--- src/rtl/breakout_pkg.sv ---
// Shared definitions for the breakout game controller: state encoding,
// parameter defaults and score width.
package breakout_pkg;

    typedef enum logic [2:0] {
        ST_IDLE  = 3'd0,
        ST_SERVE = 3'd1,
        ST_PLAY  = 3'd2,
        ST_LOST  = 3'd3,
        ST_CLEAR = 3'd4,
        ST_OVER  = 3'd5
    } game_state_t;

    localparam int START_LIVES_DEF  = 3;
    localparam int PAUSE_FRAMES_DEF = 60;
    localparam int SCORE_W          = 16;

endpackage

--- src/rtl/bcd_counter4.sv ---
// Four-digit BCD counter that saturates at 9999, with synchronous clear
// and an increment enable.
import breakout_pkg::*;

module bcd_counter4 (
    input  logic               clk,
    input  logic               rst,
    input  logic               i_clr,
    input  logic               i_inc,
    output logic [SCORE_W-1:0] o_count
);

    logic [SCORE_W-1:0] r_count;
    logic [SCORE_W-1:0] w_next;
    logic               w_atMax;

    assign w_atMax = (r_count == 16'h9999);

    // Ripple a carry through the digits; a digit at 9 wraps and passes it on.
    always_comb begin
        logic carry;
        w_next = r_count;
        carry  = 1'b1;
        for (int i = 0; i < 4; i++) begin
            if (carry) begin
                if (r_count[4*i +: 4] == 4'd9) begin
                    w_next[4*i +: 4] = 4'd0;
                end else begin
                    w_next[4*i +: 4] = r_count[4*i +: 4] + 4'd1;
                    carry            = 1'b0;
                end
            end
        end
    end

    always_ff @(posedge clk) begin
        if (rst || i_clr) begin
            r_count <= '0;
        end else if (i_inc && !w_atMax) begin
            r_count <= w_next;
        end
    end

    assign o_count = r_count;

endmodule

--- src/rtl/breakout_game_ctrl.sv ---
// Breakout game flow controller: serve/play/pause sequencing, lives, level,
// BCD score and paddle step pulses. All outputs are registered.
import breakout_pkg::*;

module breakout_game_ctrl #(
    parameter int START_LIVES  = START_LIVES_DEF,
    parameter int PAUSE_FRAMES = PAUSE_FRAMES_DEF
) (
    input  logic               clk,
    input  logic               rst,
    input  logic               frame_tick,
    input  logic               btn_left,
    input  logic               btn_right,
    input  logic               btn_select,
    input  logic               ball_lost,
    input  logic               brick_hit,
    input  logic               bricks_clear,
    output logic [2:0]         game_state,
    output logic               ball_run,
    output logic               ball_serve,
    output logic               bricks_reload,
    output logic               paddle_left,
    output logic               paddle_right,
    output logic [1:0]         lives,
    output logic [SCORE_W-1:0] score,
    output logic [3:0]         level
);

    game_state_t r_state, w_stateNext;
    logic        r_selPrev;
    logic [7:0]  r_pauseCnt;
    logic [1:0]  r_lives;
    logic [3:0]  r_level;
    logic        r_ballRun, r_ballServe, r_bricksReload;
    logic        r_paddleLeft, r_paddleRight;

    logic w_selEdge, w_pauseDone, w_inPaddleState;
    logic w_startGame, w_serve, w_reload, w_loseLife, w_levelInc, w_pauseClr;

    assign w_selEdge       = btn_select & ~r_selPrev;
    assign w_pauseDone     = frame_tick && (r_pauseCnt == 8'(PAUSE_FRAMES - 1));
    assign w_inPaddleState = (r_state == ST_SERVE) || (r_state == ST_PLAY);

    always_comb begin
        w_stateNext = r_state;
        w_startGame = 1'b0;
        w_serve     = 1'b0;
        w_reload    = 1'b0;
        w_loseLife  = 1'b0;
        w_levelInc  = 1'b0;
        w_pauseClr  = 1'b0;
        case (r_state)
            ST_IDLE: begin
                if (w_selEdge) begin
                    w_stateNext = ST_SERVE;
                    w_startGame = 1'b1;
                    w_serve     = 1'b1;
                    w_reload    = 1'b1;
                end
            end
            ST_SERVE: begin
                if (w_selEdge) w_stateNext = ST_PLAY;
            end
            ST_PLAY: begin
                // A cleared field takes priority over a lost ball.
                if (bricks_clear) begin
                    w_stateNext = ST_CLEAR;
                    w_pauseClr  = 1'b1;
                end else if (ball_lost) begin
                    w_loseLife  = 1'b1;
                    w_pauseClr  = 1'b1;
                    w_stateNext = (r_lives > 2'd1) ? ST_LOST : ST_OVER;
                end
            end
            ST_LOST: begin
                if (w_pauseDone) begin
                    w_stateNext = ST_SERVE;
                    w_serve     = 1'b1;
                end
            end
            ST_CLEAR: begin
                if (w_pauseDone) begin
                    w_stateNext = ST_SERVE;
                    w_serve     = 1'b1;
                    w_reload    = 1'b1;
                    w_levelInc  = 1'b1;
                end
            end
            ST_OVER: begin
                if (w_selEdge) w_stateNext = ST_IDLE;
            end
            default: w_stateNext = ST_IDLE;
        endcase
    end

    always_ff @(posedge clk) begin
        if (rst) begin
            r_state        <= ST_IDLE;
            r_selPrev      <= 1'b1;
            r_pauseCnt     <= '0;
            r_lives        <= '0;
            r_level        <= '0;
            r_ballRun      <= 1'b0;
            r_ballServe    <= 1'b0;
            r_bricksReload <= 1'b0;
            r_paddleLeft   <= 1'b0;
            r_paddleRight  <= 1'b0;
        end else begin
            r_state        <= w_stateNext;
            r_selPrev      <= btn_select;
            r_ballRun      <= (w_stateNext == ST_PLAY);
            r_ballServe    <= w_serve;
            r_bricksReload <= w_reload;
            r_paddleLeft   <= frame_tick && w_inPaddleState && btn_left && !btn_right;
            r_paddleRight  <= frame_tick && w_inPaddleState && btn_right && !btn_left;

            if (w_pauseClr) begin
                r_pauseCnt <= '0;
            end else if (frame_tick && ((r_state == ST_LOST) || (r_state == ST_CLEAR))) begin
                r_pauseCnt <= r_pauseCnt + 8'd1;
            end

            if (w_startGame) begin
                r_lives <= 2'(START_LIVES);
            end else if (w_loseLife) begin
                r_lives <= r_lives - 2'd1;
            end

            if (w_startGame) begin
                r_level <= '0;
            end else if (w_levelInc && (r_level != 4'd15)) begin
                r_level <= r_level + 4'd1;
            end
        end
    end

    bcd_counter4 u_score (
        .clk     (clk),
        .rst     (rst),
        .i_clr   (w_startGame),
        .i_inc   (brick_hit && (r_state == ST_PLAY)),
        .o_count (score)
    );

    assign game_state    = r_state;
    assign ball_run      = r_ballRun;
    assign ball_serve    = r_ballServe;
    assign bricks_reload = r_bricksReload;
    assign paddle_left   = r_paddleLeft;
    assign paddle_right  = r_paddleRight;
    assign lives         = r_lives;
    assign level         = r_level;

endmodule

--- config.mk ---
export PLATFORM = sky130hd
export DESIGN_NAME = breakout_game_ctrl
export DESIGN_NICKNAME = d
export VERILOG_FILES = /design/src/rtl/breakout_pkg.sv /design/src/rtl/bcd_counter4.sv /design/src/rtl/breakout_game_ctrl.sv
export SDC_FILE = /design/constraint.sdc
export NUM_CORES = 1
export LEC_CHECK = 0
export CORE_MARGIN = 2
export CORE_UTILIZATION = 45
export CTS_CLUSTER_DIAMETER = 150
export CTS_CLUSTER_SIZE = 40
export DETAILED_ROUTE_END_ITERATION = 8
export MAX_ROUTING_LAYER = met4
export PLACE_DENSITY_LB_ADDON = 0.3
export SYNTH_ARGS = -nofsm -noshare
export SYNTH_HDL_FRONTEND = slang
export SYNTH_SLANG_ARGS = --single-unit
--- constraint.sdc ---
create_clock -name clk -period 5 [get_ports clk]
set_input_delay 1.25 -clock clk [delete_from_list [all_inputs] [get_ports clk]]
set_output_delay 1.25 -clock clk [all_outputs]
set_load 0.05 [all_outputs]
# == Word level (Yosys, flattened, before mapping) ==
# Cells that the tools add are included.
# W data, S select, Z words.
# totals
ff_bits,39
latchBits,0
mem_bits_rw,0
rom_bits,0
inputBits,9
out_inout_bits,30
elab_cells,91
n_memories,0
# op_classes
add_sub_neg,7
multipliers,0
n_div,0
magnitude_cmp,1
eq_ne,13
shift,0
mux,30
n_bitwise,2
n_reduce_logical,24
# ops
operator,n
$mux W3,7
$add A4 B1 Y4 const B,5
$eq A16 B16 Y1 const B,1
$eq A4 B4 Y1 const B,4
$mux W4,4
$pmux W3 S5,1
$mux W1,14
$logic_and A1 B1 Y1,10
$eq A3 B2 Y1 const B,3
$add A8 B1 Y8 const B,1
$eq A8 B6 Y1 const B,1
$eq A3 B3 Y1 const B,2
$reduce_and A2 Y1,3
$reduce_or A2 Y1,3
$mux W2,2
$ne A4 B4 Y1 const B,1
$pmux W1 S2,2
$eq A3 B1 Y1 const B,1
$logic_not A1 Y1,3
$logic_not A3 Y1,1
$logic_or A1 B1 Y1,3
$gt A2 B1 Y1 const B,1
$reduce_bool A2 Y1,1
$sub A2 B1 Y2 const B,1
other kinds (2),2

# == Longest topological paths before layout ==
# depth
ltp_word,6
ltp_mapped,6
ltp_nobuf,6

# == By module ==
# A second synthesis with hierarchy kept.
# unflattened
cells_unflattened,227
area_unflattened_um2,2015.7
# by_module_without_submodules
module,n_inst,cells_each,area_per_inst_um2,seq_area_each_um2
breakout_game_ctrl,1,125,1149.9,460.4
bcd_counter4,1,102,865.8,320.3

# == Least setup slack after synthesis ==
# Ideal clock, no wire load.
# synth_path
kind,input port to flip-flop
start,input btn_select
end,register r_level[0] (netlist: level[0])
setup_ns,0.117
arrival_time_ns,2.265
t_required_ns,4.883
slack_ns,2.618
path_stages,5
path_buffers,2
cell_sequence,nor4b_1 a21o_1 clkbuf_1 buf_2 nor2_1
# synth_between
elab_chain_cells,4
# synth_lines
item,line,text
start: declaration,breakout_game_ctrl.sv:14,"input logic btn_select,"
$and A1 B1 Y1,breakout_game_ctrl.sv:40,assign w_selEdge = btn_select & ~r_selPrev;
$mux W1,breakout_game_ctrl.sv:54,if (w_selEdge) begin
$mux W1,breakout_game_ctrl.sv:52,case (r_state)
$reduce_or A2 Y1 (no line),-,
end signal: assignment,breakout_game_ctrl.sv:132,r_level <= r_level + 4'd1;
end: declaration,breakout_game_ctrl.sv:33,logic [3:0] r_level;
# No other way between the ends.
# A chain may end at the register's enable or synchronous reset.

# == Worst setup path after layout ==
# layout_path
start,register r_state[0] (netlist: game_state[0])
end,output game_state[0]
# layout_rtl
item,line,text
start: declaration,breakout_game_ctrl.sv:29,"game_state_t r_state, w_stateNext;"
start signal: assignment,breakout_game_ctrl.sv:109,r_state <= w_stateNext;
end: declaration,breakout_game_ctrl.sv:18,"output logic [2:0] game_state,"
# No word-level cell between the ends.

==> impl_metrics.json <==
{
  "cts-resized-gates": 0,
  "drive_gt1_share_pct": 7.778,
  "synth_top_family_by_area": "simple AND/OR/NAND/NOR gates",
  "rsz0062_at_grt": "false",
  "synthTopCellsByArea": "dfxtp_1 (39%), a21oi_1 (4.7%), nor2_1 (4.4%)",
  "cts_tree": "yes",
  "endpoint_kind": "output pin",
  "crit_buf_inv": 1,
  "initial_utilization_pct": 46.49,
  "cts.sinks": 39,
  "htreeDepth": 2,
  "finalPower_w": 0.0005591,
  "core_sq_um": 4354,
  "overflow": 0,
  "portBuffers": 38,
  "synth_commonest_cells": "dfxtp_1 (39), nor2_1 (24), a21oi_1 (19), nand2_1 (19), o21ai_0 (12)",
  "timing.final.max_slew_violations": 0,
  "p_per_area_nw_per_um2": 222.6,
  "crit_family": "buffers and inverters",
  "numPlacedInstances": 314,
  "nNetsFinal": 281,
  "outcome": "complete, no violations",
  "worst_slack_ns": 1.927,
  "finalCritPeriodShare_pct": 61.46,
  "synth_top_area_share_pct": 38.57,
  "synth.largest_area_cell": "dfxtp_1",
  "drt-pass1-iter-count": 4,
  "synthXorXnorAreaFrac_pct": 4.759,
  "areaGrowthSynthToFinish_pct": 24.04,
  "vdd_drop_max_uv": 125.9,
  "die-width_microns": 71.07,
  "cts_buffer_depth": 2,
  "syn_avg_cell_area_sq_um": 8.764,
  "clock_latency_ns": 0.29,
  "wl_per_cell_microns": 13.30,
  "synthSimpleGateAreaFrac_pct": 31.58,
  "cp_data_required_time_ns": 3.75,
  "post_cts_buffers": 0,
  "reg2reg_setup_slack_ns": 3.06,
  "synth-seq-area-share_pct": 38.57,
  "slowest_delay_ns": 0.90,
  "drt_iter0_markers": 107,
  "synth_nets": 243,
  "ys_ff_latch": 39,
  "fin_skew_ns": 0.004760,
  "worst_pin_slew_ns": 0.7313,
  "instances_no_fill": 322,
  "startpoint_type": "flop",
  "yosys_warnings": 0,
  "arrival_ns": 1.82,
  "finalSetupTns_ns": 0,
  "synth_fa_ha_area_share_pct": 1.854,
  "finalWirelength_microns": 4284,
  "timing.fmax_mhz": 325.4,
  "ys_types": 56,
  "dp_slack_ns": 1.924,
  "hold_viol_final": 0,
  "antenna_cells": 0,
  "vias": 1805,
  "cp_max_fo": 13,
  "setup_viol": 0,
  "period_needed_ns": 3.073,
  "crit_type": "reg2out",
  "async_flop_share_pct": 0,
  "drc": 0,
  "synth_edf_count": 0,
  "vias_per_cell": 5.606,
  "dieHeight_microns": 71.07,
  "hold_class": "reg2reg",
  "antenna_found_initial": 0,
  "cts_buffers": 5,
  "hold_buffers": 0,
  "synth_cells": 231,
  "synth_compound_area_share_pct": 17.99,
  "ys.flop_type": "dfxtp_1",
  "grt_start_max_net_pins": 19,
  "synth_area_sq_um": 2024,
  "p_leak_nw": 0.8321,
  "clk_transition_reported_paths_ns": 0.08,
  "ios": 39,
  "slew_headroom_pct": 50.84,
  "worstPathCellList": "clkdlybuf4s50_1",
  "grt_pass1_vias": 1585,
  "die_area_sq_um": 5051,
  "grt_first_pass_wirelength_microns": 7438,
  "dp_hpwl_microns": 3145,
  "rows": 24,
  "grt_usage_pct": 19.08,
  "root_buffer": "clkbuf_8",
  "crit_slowest_cell": "clkdlybuf4s50_1",
  "yosys.cell_count.top_type": "dfxtp_1",
  "cap_violations": 0,
  "gp_congestion": 0.8185,
  "ant_nets": 0,
  "synthMuxAreaShare_pct": 1.483
}
-- logic make-up after synthesis --
group / Yosys count
simple gates: 103
xor+xnor: 11
fa+ha+maj: 3
compound gates: 56
mux: 3
flops: 39
buf+inv: 16
-- cells in the final DEF (no fill, tap or decap), types with 5 or more instances in the layout --
cell type,n
xor2_1,5
nand2_1,19
o21ai_0,12
nand3_1,8
clkbuf_8,5
nor2b_1,6
a21oi_1,19
dfxtp_1,39
nor2_1,24
xnor2_1,6
inv_1,9
clkdlybuf4s50_1,38
or4_1,6
-- routing by layer --
layer	vias to the layer above	GRT usage, %	routed length, microns
met3	5	3.134	132
li1	926	-	-
met4	0	7.547	59
met1	843	25.80	2136
met2	31	28.56	1955
met5	-	-	0
-- final cells by class --
cell class	instances	area, sq um
inverters	9	33.78
flip-flops and latches	39	780.7
multi-input cells	176	1167
repair buffers	38	380.4
clock buffers	5	68.82
fillers	401	1843
well taps	52	65.06
clock inverters	3	15.01
-- path summary, 6_finish.rpt --
check / start / end / cells past startpoint
setup / recovery: game_state[0] / game_state[0] / 1
hold / removal: u_score.o_count[15] / u_score.o_count[15] / 2
setup reg to reg: game_state[1] / u_score.o_count[7] / 4
hold reg to reg: u_score.o_count[15] / u_score.o_count[15] / 2
-- sequential cells by signal (all words and copies together) (netlist names) --
register	cells
u_score.o_count	16
r_pauseCnt	8
level	4
game_state	3
lives	2
ball_run	1
ball_serve	1
bricks_reload	1
paddle_left	1
paddle_right	1
r_selPrev	1
-- stage by stage --
stage | utilization (%) | area [sq um] | hold slack (ns)
4_1_cts | 57.67 | 2511 | 0.5203
3_5_place_dp | 55.75 | 2427 | 0.5050
6_report | 57.67 | 2511 | 0.5181
5_1_grt | 57.67 | 2511 | 0.5327
3_3_place_gp | 55.75 | 2427 | 0.5013
2_1_floorplan | - | 2024 | 0.4908
-- power by group --
group          total [W]  switching, W  internal, W
Clock           0.000206      0.000111    0.0000955
Combinational  0.0000366     0.0000219    0.0000147
Sequential      0.000316    0.00000338     0.000313
Power figures use the tool's default switching activity.
